<file path="src/rtl/gpio_atr_ctrl.sv">
// rtl/gpio_atr_ctrl.sv - GPIO block with automatic TX/RX (ATR) pin value switching.
// Optional ATR delay register, counter and WAIT state are built when GPIO_ATR_DELAY_EN is defined.
module gpio_atr_ctrl #(
   parameter logic [6:0] BASE = 7'd0
) (
   input  logic        i_clock,
   input  logic        i_reset,
   input  logic        i_serial_strobe,
   input  logic [6:0]  i_serial_addr,
   input  logic [31:0] i_serial_data,
   input  logic        i_tx_enable,
   input  logic        i_rx_enable,
   input  logic [15:0] i_io_in,
   output logic [15:0] o_oe,
   output logic [15:0] o_reg_val,
   output logic [15:0] o_readback,
   output logic [1:0]  o_atr_state
);

   localparam logic [1:0] S_IDLE = 2'd0;
   localparam logic [1:0] S_RX   = 2'd1;
   localparam logic [1:0] S_TX   = 2'd2;
   localparam logic [1:0] S_WAIT = 2'd3;

   logic [15:0] r_oe, r_out, r_mask, r_txval, r_rxval;
   logic [15:0] r_reg_val, r_rb_meta, r_rb;
   logic [1:0]  r_state, w_next;
   logic [1:0]  w_idle_rx;
   logic [15:0] w_sel;
   logic        w_tx_exit, w_wait_done;

   function automatic logic [15:0] f_merge(input logic [15:0] cur, input logic [31:0] d);
      return (cur & ~d[31:16]) | (d[15:0] & d[31:16]);
   endfunction

   always_ff @(posedge i_clock) begin
      if (i_reset) begin
         r_oe    <= '0;
         r_out   <= '0;
         r_mask  <= '0;
         r_txval <= '0;
         r_rxval <= '0;
      end else if (i_serial_strobe) begin
         case (i_serial_addr)
            BASE + 7'd0: r_oe    <= f_merge(r_oe, i_serial_data);
            BASE + 7'd1: r_out   <= f_merge(r_out, i_serial_data);
            BASE + 7'd2: r_mask  <= f_merge(r_mask, i_serial_data);
            BASE + 7'd3: r_txval <= f_merge(r_txval, i_serial_data);
            BASE + 7'd4: r_rxval <= f_merge(r_rxval, i_serial_data);
            default: ;
         endcase
      end
   end

`ifdef GPIO_ATR_DELAY_EN
   logic [11:0] r_delay, r_count;

   always_ff @(posedge i_clock) begin
      if (i_reset)
         r_delay <= '0;
      else if (i_serial_strobe && i_serial_addr == BASE + 7'd5)
         r_delay <= i_serial_data[11:0];
   end

   // The count is captured on WAIT entry, so later delay writes leave it alone.
   always_ff @(posedge i_clock) begin
      if (i_reset)
         r_count <= '0;
      else if (r_state == S_TX && !i_tx_enable && r_delay != 12'd0)
         r_count <= r_delay;
      else if (r_state == S_WAIT && r_count != 12'd0)
         r_count <= r_count - 12'd1;
   end

   assign w_tx_exit   = (r_delay == 12'd0);
   assign w_wait_done = (r_count == 12'd1);
`else
   assign w_tx_exit   = 1'b1;
   assign w_wait_done = 1'b1;
`endif

   always_ff @(posedge i_clock) begin
      if (i_reset)
         r_state <= S_IDLE;
      else
         r_state <= w_next;
   end

   assign w_idle_rx = i_rx_enable ? S_RX : S_IDLE;

   always_comb begin
      w_next = w_idle_rx;
      if (i_tx_enable) begin
         w_next = S_TX;
      end else begin
         case (r_state)
            S_TX:    w_next = w_tx_exit ? w_idle_rx : S_WAIT;
            S_WAIT:  w_next = w_wait_done ? w_idle_rx : S_WAIT;
            default: w_next = w_idle_rx;
         endcase
      end
   end

   always_comb begin
      w_sel = r_out;
      case (r_state)
         S_TX, S_WAIT: w_sel = r_txval;
         S_RX:         w_sel = r_rxval;
         default:      w_sel = r_out;
      endcase
   end

   always_ff @(posedge i_clock) begin
      if (i_reset) begin
         r_reg_val <= '0;
         r_rb_meta <= '0;
         r_rb      <= '0;
      end else begin
         r_reg_val <= (r_out & ~r_mask) | (w_sel & r_mask);
         r_rb_meta <= i_io_in;
         r_rb      <= r_rb_meta;
      end
   end

   assign o_oe        = r_oe;
   assign o_reg_val   = r_reg_val;
   assign o_readback  = r_rb;
   assign o_atr_state = r_state;

endmodule

</file>
<file path="config.mk">
export PLATFORM = sky130hd
export DESIGN_NAME = gpio_atr_ctrl
export DESIGN_NICKNAME = d
export VERILOG_FILES = /design/src/rtl/gpio_atr_ctrl.sv
export SDC_FILE = /design/constraint.sdc
export NUM_CORES = 1
export LEC_CHECK = 0
export BUFFER_PORTS_ARGS = -buffer_cell sky130_fd_sc_hd__buf_4
export CORE_MARGIN = 2
export CORE_UTILIZATION = 45
export DETAILED_ROUTE_END_ITERATION = 7
export GPL_ROUTABILITY_DRIVEN = 0
export GPL_TIMING_DRIVEN = 0
export PLACE_DENSITY = 0.79
export SYNTH_ARGS = -nofsm -noshare
export SYNTH_HDL_FRONTEND = slang
export SYNTH_SLANG_ARGS = --single-unit
</file>
<file path="constraint.sdc">
create_clock -name i_clock -period 1.9 [get_ports i_clock]
set_clock_uncertainty 0.1 [all_clocks]
set_input_delay 0 -clock i_clock [delete_from_list [all_inputs] [get_ports i_clock]]
set_output_delay 0 -clock i_clock [all_outputs]
set_load 0.05 [all_outputs]
</file>
Word-level counts from Yosys, hierarchy flattened
Index checks and enable logic that the tools add are counted.
{"block": "word_totals", "regBits": 130, "latchBits": 0, "ram_bits": 0, "mem_bits_ro": 0, "input_bits": 60, "out_inout_bits": 50, "wordCells": 44, "n_memories": 0}
{"block": "classes", "addsub": 0, "mul": 0, "div": 0, "order_cmp": 0, "eq_ne": 7, "shift": 0, "muxes": 3, "bitwise_logic": 16, "n_reduce_logical": 8}
{"op": "$and A16 B16 Y16", "count": 8}
{"op": "$or A16 B16 Y16", "count": 6}
{"op": "$not A16 Y16", "count": 2}
{"op": "$pmux W16 S2", "count": 1}
{"op": "$eq A7 B2 Y1 const B", "count": 2}
{"op": "$reduce_and A2 Y1", "count": 5}
{"op": "$eq A7 B1 Y1 const B", "count": 1}
{"op": "$eq A7 B3 Y1 const B", "count": 1}
{"op": "$logic_not A7 Y1", "count": 1}
{"op": "$eq A2 B2 Y1 const B", "count": 2}
{"op": "$reduce_or A2 Y1", "count": 2}
{"op": "$eq A2 B1 Y1 const B", "count": 1}
{"op": "$mux W2", "count": 1}
{"op": "$mux W1", "count": 1}

Longest topological paths before layout
{"block": "depth", "word_depth": 5, "depth_mapped": 6, "mapped_depth_nobuf": 3}

Least setup slack after synthesis
Ideal clock, no wire load.
{"block": "synth_path", "kind": "reg2reg", "startpoint": "register r_state[0] (netlist: o_atr_state[0])", "endpoint": "register r_reg_val[10] (netlist: o_reg_val[10])", "setup_ns": 0.086, "arrival_time_ns": 1.616, "t_required_ns": 1.714, "slack_ns": 0.098, "path_stages_with_launch": 7, "n_path_buf": 3, "period_less_slack_ns": 1.802, "path_cell_list": "dfxtp_1 -> buf_2 -> or2_2 -> clkbuf_1 -> buf_2 -> a21oi_1 -> a211oi_1"}
{"block": "synth_between", "elab_chain_cells": 5, "word_cells_on_any_way": 7, "classes_between": "eq/ne: 3; mux: 1; bitwise: 2; reduce/logical: 1"}
{"item": "from (decl)", "line": "27", "rtl": "logic [1:0] r_state, w_next;"}
{"item": "from (signal assigned)", "line": "86", "rtl": "r_state <= w_next;"}
{"item": "$eq A2 B2 Y1"}
{"item": "$reduce_or A2 Y1", "line": "106", "rtl": "case (r_state)"}
{"item": "$pmux W16 S2 *", "line": "106"}
{"item": "$and A16 B16 Y16 *", "line": "119", "rtl": "r_reg_val <= (r_out & ~r_mask) | (w_sel & r_mask);"}
{"item": "$or A16 B16 Y16 *", "line": "119"}
{"item": "to (signal assigned)", "line": "119"}
{"item": "to (decl)", "line": "26", "rtl": "logic [15:0] r_reg_val, r_rb_meta, r_rb;"}
Every way passes the cells marked *; elsewhere a longest branch is shown, timed or not.
A chain may end at the register's enable or synchronous reset.

Worst setup path after layout
{"block": "layout_path", "startpoint": "register r_state[1] (netlist: o_atr_state[1])", "endpoint": "register r_reg_val[14] (netlist: o_reg_val[14])"}
The elaborated chain is that of the path after synthesis.

==> results.cfg <==
[clock_network]
cts_htree_levels = 4
cts_made_buffers = 17
cts_sinks = 130
post_cts_buffers = 0
cts_root_buf = clkbuf_16
clkSlewWorstSetupHoldPaths_ns = 0.06
cts_tree = built
clock_path_buffers = 2
insertion_delay_ns = 0.42

[finish]
final_cell_mix = 130 x dfxtp_1, 111 x buf_4, 96 x nand2b_1
nets = 801
final_common_cell = dfxtp_1
drive_gt1_share_pct = 21.4
antenna_cells = 0
fill_cells = 901
fin_util_pct = 64.4
area_delta_synth_final_pct = 41.3

[sta]
setup_viol = 0
finalCritPeriodShare_pct = 92.8
rsz0062_at_grt = false
worst_pin_slew_ns = 0.699
maxSlewHeadroom_pct = 53.0
min_period_ns = 1.76
fin_setup_tns_ns = 0
max_freq_mhz = 567
drv_slew = 0
hold_violations = 0

[die]
ioPinCount = 110
die_h_um = 114
coreArea_um2 = 11900
start_util_pct = 45.6
placementRows = 40
fp.dieW_um = 114
dieArea_um2 = 13000

[place]
io_buffer_count = 108
hpwl_mm = 10.1

[pwr]
p_per_area_nw_per_um2 = 857
ir_drop_mv = 0.628
power.total_mw = 6.57
p_leak_nw = 3.47

[worst_setup_path]
setup.reg_to_reg.worst_slack_ns = 0.14
crit_path_end_kind = flop
cp.arrival_ns = 1.95
critPathKind = flop to flop
r2r-end = o_reg_val[14]
crit_fanout = 10
timing.rr.start = o_atr_state[1]
cp.required_ns = 2.09
cp-start-kind = flop
reg2reg_depth = 5
crit_start = o_atr_state[1]

[yosys]
ys_types = 22
synth_nets = 608
ys_seq_area_share_pct = 47.9
ys_ff_latch = 130
synth.cell_area_um2 = 5430
synth.avg_cell_area_um2 = 9.91
yosysWarnings = 0
syn_inst = 548

[run]
cap_viol_max_count = 0

[drt]
drt-pass1-iter-count = 5
wire_per_inst_um = 17.8
viasPerCell = 5.38
drt_iter0_markers = 500
final_antenna_net_count = 0
wl_mm = 16.0
drc_errors = 0
num_vias = 4844

[grt]
grt_use_total_pct = 24.7
grt.overflow.total = 0
grt_pass1_wl_mm = 24.8
grt_max_degree = 17
grt_pass1_vias = 4954
antenna_found_initial = 0

[hold_path]
min_from = i_serial_addr[6]
hold_path_class = input port to flop
holdPathStages = 5

[status]
status = finished, final reports clean
[timing repair]
| action | in CTS | in global routing |
|---|---|---|
| setup endpoints to repair | 10 | 6 |
| gates resized for setup | 1 | 4 |
| hold buffers | 67 | 0 |
| hold endpoints to repair | 98 | 0 |
[worst max path at each step]
| stage | to | slack (ns) |
|---|---|---|
| after CTS | o_reg_val[14] | 0.02 |
| after global routing | o_atr_state[0] | 0.05 |
| after detailed placement | o_reg_val[14] | -0.18 |
| after floorplan | o_reg_val[10] | 0.1 |
| after global placement | o_reg_val[14] | -0.14 |
| final | o_reg_val[14] | 0.14 |
[cells in the mapped netlist, drive strengths merged]
cell type | n | area, um2
a211oi | 16 | 120
nor3b | 1 | 7.51
nor2 | 16 | 60.1
a21oi | 16 | 80.1
a22o | 16 | 140
mux2i | 80 | 801
buf | 15 | 130
nor4b | 1 | 23.8
clkbuf | 26 | 97.6
nand3 | 80 | 430
or2 | 1 | 6.26
nor2b | 33 | 206
dfxtp | 130 | 2600
and4b | 1 | 10.0
nor4bb | 2 | 20.0
nor4 | 1 | 21.3
inv | 16 | 60.1
nand2b | 96 | 601
and4bb | 1 | 12.5
[final cells by class]
cell class              count  area (um2)  share of cell area (%)
well taps                 147         184                    2.40
plain buffers              40         229                    2.98
repair buffers            175        1480                    19.3
multi-input cells         361        2540                    33.1
clock inverters             5        75.1                   0.979
inverters                  16        60.1                   0.783
flip-flops and latches    130        2600                    33.9
clock buffers              26         499                    6.51
[cell families (layout without fill, tap and decap cells)]
| group | count (synthesis) | after routing | share of synthesized area, % |
|---|---|---|---|
| and+or+nand+nor | 233 | 233 | 25.8 |
| buffers and inverters | 57 | 262 | 5.30 |
| muxes | 80 | 80 | 14.7 |
| DFF | 130 | 130 | 47.9 |
| AOI/OAI and AO/OA | 48 | 48 | 6.27 |
[metal layers]
layer | vias up | GRT usage [%] | wire, um
met5 | - | 0 | 0
met4 | 0 | 10.8 | 566
met3 | 48 | 5.21 | 999
met2 | 202 | 43.0 | 8030
met1 | 2337 | 29.5 | 6420
li1 | 2257 | - | -
[per-stage QoR]
stage / hold slack, ns / setup WS (ns) / instances / cell area (um2)
finish: 0.0149 / 0.137 / 900 / 7670
CTS: 0.0128 / 0.0250 / 900 / 7670
floorplan: -0.0239 / 0.0982 / 548 / 5430
global placement: 0.0703 / -0.144 / 803 / 6420
global route: 0.0333 / 0.0453 / 900 / 7670
detailed placement: 0.0762 / -0.179 / 803 / 6420
[critical path: stages, from the launching register on]
cell      delay, ns
dfxtp_1        0.33
clkbuf_1       0.26
or2_2          0.29
buf_4          0.24
a21oi_1        0.09
a211oi_1       0.34
[where the power goes]
group,total [mW],switching (mW),internal (mW)
registers,2.77,0.0106,2.76
clock network,3.21,1.15,2.06
logic,0.589,0.313,0.276
total,6.57,1.48,5.10
(Power assumes the default switching activity.)
